**src/rtl/dmem_mmio_if.sv**
```systemverilog
// Core data-port and TX byte-stream signals for the dmem_mmio stage.
// The master is the core/consumer side; the slave is the memory stage.
interface dmem_mmio_if;
  logic        memwrite;
  logic [31:0] aluout;
  logic [31:0] writedata;
  logic [31:0] readdata;
  logic        tx_valid;
  logic [7:0]  tx_data;
  logic        tx_ready;

  modport master (
    output memwrite, aluout, writedata, tx_ready,
    input  readdata, tx_valid, tx_data
  );

  modport slave (
    input  memwrite, aluout, writedata, tx_ready,
    output readdata, tx_valid, tx_data
  );
endinterface

```
**src/rtl/dmem_mmio.sv**
```systemverilog
// Data memory stage: word RAM with combinational read, plus an MMIO page holding
// a TX byte FIFO (valid/ready drain) and a sticky-overflow status register.
module dmem_mmio #(
  parameter int unsigned RAM_WORDS  = 64,
  parameter int unsigned FIFO_DEPTH = 8
) (
  input  logic        clk,
  input  logic        reset_n,
  dmem_mmio_if.slave  bus
);
  localparam int unsigned AW = $clog2(RAM_WORDS);
  localparam int unsigned PW = $clog2(FIFO_DEPTH);
  localparam int unsigned CW = $clog2(FIFO_DEPTH + 1);
  localparam logic [15:0] OFF_TXDATA = 16'h0000;
  localparam logic [15:0] OFF_STATUS = 16'h0004;

  logic [31:0]   r_ram  [RAM_WORDS];
  logic [7:0]    r_fifo [FIFO_DEPTH];
  logic [PW-1:0] r_rd_ptr;
  logic [PW-1:0] r_wr_ptr;
  logic [CW-1:0] r_count;
  logic          r_ovf;

  logic          w_mmio;
  logic          w_txdata_hit;
  logic          w_status_hit;
  logic          w_full;
  logic          w_push_req;
  logic          w_push;
  logic          w_pop;
  logic          w_ovf_set;
  logic          w_ovf_clr;
  logic [AW-1:0] w_ram_idx;
  logic [31:0]   w_status;

  assign w_mmio       = (bus.aluout[31:16] == 16'hFFFF);
  assign w_txdata_hit = w_mmio && (bus.aluout[15:0] == OFF_TXDATA);
  assign w_status_hit = w_mmio && (bus.aluout[15:0] == OFF_STATUS);
  assign w_ram_idx    = bus.aluout[AW+1:2];

  assign w_full     = (r_count == CW'(FIFO_DEPTH));
  assign w_pop      = bus.tx_valid && bus.tx_ready;
  assign w_push_req = bus.memwrite && w_txdata_hit;
  // A push into a full FIFO still lands if the head leaves on the same edge.
  assign w_push     = w_push_req && (!w_full || w_pop);
  assign w_ovf_set  = w_push_req && w_full && !w_pop;
  assign w_ovf_clr  = bus.memwrite && w_status_hit && bus.writedata[9];

  assign w_status = {22'b0, r_ovf, w_full, 8'(r_count)};

  always_comb begin
    bus.readdata = 32'h0;
    if (!w_mmio)           bus.readdata = r_ram[w_ram_idx];
    else if (w_status_hit) bus.readdata = w_status;
  end

  assign bus.tx_valid = (r_count != '0);
  assign bus.tx_data  = bus.tx_valid ? r_fifo[r_rd_ptr] : 8'h00;

  // RAM and FIFO storage are not reset; only the control state is.
  always_ff @(posedge clk) begin
    if (bus.memwrite && !w_mmio) r_ram[w_ram_idx] <= bus.writedata;
    if (w_push)                  r_fifo[r_wr_ptr] <= bus.writedata[7:0];
  end

  always_ff @(posedge clk or negedge reset_n) begin
    if (!reset_n) begin
      r_rd_ptr <= '0;
      r_wr_ptr <= '0;
      r_count  <= '0;
      r_ovf    <= 1'b0;
    end else begin
      if (w_push) r_wr_ptr <= r_wr_ptr + PW'(1);
      if (w_pop)  r_rd_ptr <= r_rd_ptr + PW'(1);
      case ({w_push, w_pop})
        2'b10:   r_count <= r_count + CW'(1);
        2'b01:   r_count <= r_count - CW'(1);
        default: r_count <= r_count;
      endcase
      if (w_ovf_set)      r_ovf <= 1'b1;
      else if (w_ovf_clr) r_ovf <= 1'b0;
    end
  end
endmodule

```
**src/flat_wrapper.sv**
```systemverilog
// flat-port wrapper written by rule: the top's interface ports become plain ports
module dmem_mmio_flat 
#(
  parameter int unsigned RAM_WORDS  = 64,
  parameter int unsigned FIFO_DEPTH = 8
)
  (clk, reset_n, bus_memwrite, bus_aluout, bus_writedata, bus_tx_ready, bus_readdata, bus_tx_valid, bus_tx_data);
  dmem_mmio_if bus_i ();
  input  logic clk;
  input  logic reset_n;
  input wire logic [$bits(bus_i.memwrite)-1:0] bus_memwrite;
  input wire logic [$bits(bus_i.aluout)-1:0] bus_aluout;
  input wire logic [$bits(bus_i.writedata)-1:0] bus_writedata;
  input wire logic [$bits(bus_i.tx_ready)-1:0] bus_tx_ready;
  output wire logic [$bits(bus_i.readdata)-1:0] bus_readdata;
  output wire logic [$bits(bus_i.tx_valid)-1:0] bus_tx_valid;
  output wire logic [$bits(bus_i.tx_data)-1:0] bus_tx_data;
  assign bus_i.memwrite = bus_memwrite;
  assign bus_i.aluout = bus_aluout;
  assign bus_i.writedata = bus_writedata;
  assign bus_i.tx_ready = bus_tx_ready;
  assign bus_readdata = bus_i.readdata;
  assign bus_tx_valid = bus_i.tx_valid;
  assign bus_tx_data = bus_i.tx_data;
  dmem_mmio #(.RAM_WORDS(RAM_WORDS), .FIFO_DEPTH(FIFO_DEPTH)) u_core (.clk(clk), .reset_n(reset_n), .bus(bus_i));
endmodule
```
**config.mk**
```make
export PLATFORM = sky130hd
export DESIGN_NAME = dmem_mmio_flat
export DESIGN_NICKNAME = d
export VERILOG_FILES = /design/src/rtl/dmem_mmio_if.sv /design/src/rtl/dmem_mmio.sv /design/src/flat_wrapper.sv
export SDC_FILE = /design/constraint.sdc
export NUM_CORES = 2
export LEC_CHECK = 0
export BUFFER_PORTS_ARGS = -buffer_cell sky130_fd_sc_hd__buf_4
export CORE_ASPECT_RATIO = 1.2
export CORE_MARGIN = 1.5
export CORE_UTILIZATION = 34
export CTS_BUF_LIST = sky130_fd_sc_hd__clkbuf_4 sky130_fd_sc_hd__clkbuf_8
export DETAILED_ROUTE_END_ITERATION = 10
export SETUP_SLACK_MARGIN = 0.5
export SYNTH_ARGS = -nofsm -noshare
export SYNTH_HDL_FRONTEND = slang
export SYNTH_SLANG_ARGS = --single-unit
```
**constraint.sdc**
```tcl
create_clock -name clk -period 2.6 [get_ports clk]
set_input_delay 0.26 -clock clk [delete_from_list [all_inputs] [get_ports clk]]
set_output_delay 0.26 -clock clk [all_outputs]
set_load 0.02 [all_outputs]
```
==> results.cfg <==
[status]
outcome = complete, but fails checks
violations = setup timing

[global_route]
grt_antenna_before_repair = 12
grt_pass1_vias = 43070
grt_pass1_wl_um = 331300
overflow = 0
grt_max_degree = 73
grt.total_usage = 0.1932

[sta]
setup_slack_ps = -854.0
finalMaxSlewViolations = 0
fmax_mhz = 289.5
fin_crit_ps = 3454
worst_pin_slew_ps = 990.6
post-route-period-util = 1.328
relSlewSlack = 0.3396
fin_worst_skew_ps = 52.74
setup-violations-final = 40
hold_viol = 0
rsz0062_at_grt = yes
hold_ws_ps = 280.3

[place]
dpl_cell_area_sq_mm = 0.09240
place.gp.congestion = 0.8149
dp_hpwl_um = 147400
dpl.cell_count = 7133
io_buffers = 108

[synth]
ys_types = 51
netlist_top_cells_area = edfxtp_1, mux4_2, mux2i_1, buf_2, nor2_1
syn_inst = 3507
syn_area_sq_mm = 0.08149
yosys_warnings = 0
syn_nets = 3580
yosysTopAreaCellShare = 0.7782
synth_top_area_cell = edfxtp_1
synth.avg_cell_area_sq_um = 23.24
synth_edf_count = 2112
async_flop_share = 0.005181
ys.flop_type = edfxtp_1
ys_ff_latch = 2123
yosysSeqAreaShare = 0.7816

[die]
rows = 196
io_pins = 109
dieWidth_um = 449.9
die_y_um = 539.3
start_util = 0.3426
die_area_sq_mm = 0.2426
coreArea_sq_mm = 0.2379

[routing]
routedWlPerCell_um = 30.54
vias = 42030
drt_iter0_markers = 4602
wl_um = 237300
viasPerCell = 5.409
drc = 0
drtAntennaViolNets = 0
drtPass1Iterations = 5

[setup_path]
cpPeakStageDelay_ps = 600
crit_slowest_cell = mux4_2
cp.buffers_inverters = 2
r2r-end = u_core.r_count[2]
ff2ff_path_depth = 12
crit_path_end_kind = primary output
cp.arrival_ps = 3190
worst-path-max-fanout = 2
cp_cell_sequence = mux4_2, mux4_2, a31oi_4, buf_6, o31ai_4, buf_6
start_kind = flop
crit_type = flop to primary output
startpoint = u_core.r_ram[47][18]
rr_startpoint = u_core.r_count[1]
crit_required_ps = 2340
worst-path-stages = 6
rrSetupSlack_ps = 360
crit_end = bus_readdata[18]
crit_family = multiplexers

[power_and_ir_drop]
p_sw_mw = 16.34
pwr-share-clk = 0.386
power.internal_mw = 55.58
comb_power_share = 0.084
seqPwrFrac = 0.530
power_density_mw_per_mm2 = 714.7
swShare = 0.2272
worst_ir_drop_vdd_mv = 0.6052
power_mw = 71.92
leakagePower_nw = 32.33

[final_layout]
fin_cells = 7770
area_growth_pct = 23.48
design_area_sq_mm = 0.1006
finish.utilization = 0.4230
final_cell_mix = edfxtp_1, mux4_2, buf_4
num-nets-final = 4439
drive_gt1_frac = 0.4236
final_common_cell = edfxtp_1

[clocking]
root_buffer = clkbuf_8
clock_latency_ps = 1040
cts_sinks = 2123
cts.clk_slew.worst_paths_ps = 60
cts_tree = yes
cts_buffer_depth = 4
h-tree-depth = 5
cts_buffers = 352

[min_path]
hold_class = input port to flop

[flow_run]
maxCapViolations = 0
-- state kept, by name (all words and copies together), names as in the netlist --
signal and cells:
u_core.r_count 4, u_core.r_fifo 64, u_core.r_ovf 1, u_core.r_ram 2048, u_core.r_rd_ptr 3, u_core.r_wr_ptr 3
-- cell type report --
class / instances / area [sq um]
Antenna cell: 6 / 15.01
Clock buffer: 450 / 5593
Clock inverter: 134 / 829.5
Fill cell: 20480 / 137300
Inverter: 5 / 18.77
Multi-Input combinational cell: 1192 / 18520
Sequential cell: 2123 / 63700
Tap cell: 3168 / 3964
Timing Repair Buffer: 692 / 7990
-- synth_stat cells (6+ instances only) --
| cell type | number |
|---|---|
| clkbuf_1 | 56 |
| o22ai_1 | 44 |
| nor2b_1 | 18 |
| nand2_1 | 60 |
| nand3_1 | 10 |
| mux2i_1 | 184 |
| a22oi_1 | 41 |
| a21oi_1 | 48 |
| dfrtp_1 | 11 |
| buf_2 | 78 |
| buf_4 | 32 |
| buf_1 | 11 |
| mux2_2 | 6 |
| a31oi_1 | 6 |
| nor3_1 | 11 |
| nand2b_1 | 7 |
| nor2_1 | 98 |
| a211oi_1 | 6 |
| buf_6 | 10 |
| nand4_1 | 19 |
| mux4_2 | 549 |
| edfxtp_1 | 2112 |
| xor2_1 | 6 |
| o21ai_0 | 20 |
-- worst register-to-register path, delay by kind of cell, from the launching register on --
kind / cells / cell delay, ps
compound gates: 1 / 40
xor+xnor: 3 / 480
flops: 1 / 400
fa+ha+maj: 2 / 360
simple gates: 4 / 680
buf+inv: 2 / 210
-- how the worst min path moves through the flow --
stage,start,endpoint,cells after the start
final,bus_aluout[3],u_core.r_ram[55][14],6
after global routing,bus_aluout[3],u_core.r_ram[19][30],6
after CTS,bus_aluout[10],u_core.r_wr_ptr[0],7
after detailed placement,reset_n,u_core.r_rd_ptr[2],1
after global placement,reset_n,u_core.r_rd_ptr[2],1
after floorplan,reset_n,u_core.r_count[0],0
-- per-stage QoR --
stage | TNS (ps) | setup WS [ps]
2_1_floorplan | 0 | 140.7
3_3_place_gp | -15450 | -916.8
3_5_place_dp | -15180 | -821.9
4_1_cts | -25410 | -976.2
5_1_grt | -25480 | -931.3
6_report | -20350 | -854.0
-- power by group through the flow --
stage | combinational, mW | clock [mW] | sequential (mW)
2_1_floorplan | 2.87 | 0 | 38.7
3_3_place_gp | 5.41 | 0 | 38.8
3_5_place_dp | 5.47 | 0 | 38.9
4_1_cts | 5.97 | 28.3 | 38.1
5_1_grt | 6.32 | 29.7 | 38.1
6_report | 6.01 | 27.8 | 38.1
-- routing by layer --
| layer | GRT usage | routed length, um |
|---|---|---|
| met1 | 0.2503 | 92510 |
| met2 | 0.3303 | 120200 |
| met3 | 0.03397 | 17330 |
| met4 | 0.05971 | 7192 |
| met5 | 0 | 52 |
-- cells by family (layout without fill, tap and decap cells) --
group / after synthesis / after routing / synth area share
flops: 2123 / 2123 / 0.7816
mux: 739 / 739 / 0.1752
simple gates: 250 / 250 / 0.01428
buf+inv: 192 / 1281 / 0.01244
compound gates: 189 / 189 / 0.01479
xor+xnor: 9 / 9 / 0.0009673
fa+ha+maj: 5 / 5 / 0.0007677
other cells: 0 / 6 / 0
-- timing repair --
action	CTS	global route
endpoints found under the setup margin	44	44
setup buffers	5	5
pin swaps	80	28
hold endpoints to repair	2134	0
cloned	0	0
hold buffers	37	0
resized for setup	239	40
Note: power is estimated with default switching activity, not from simulation.
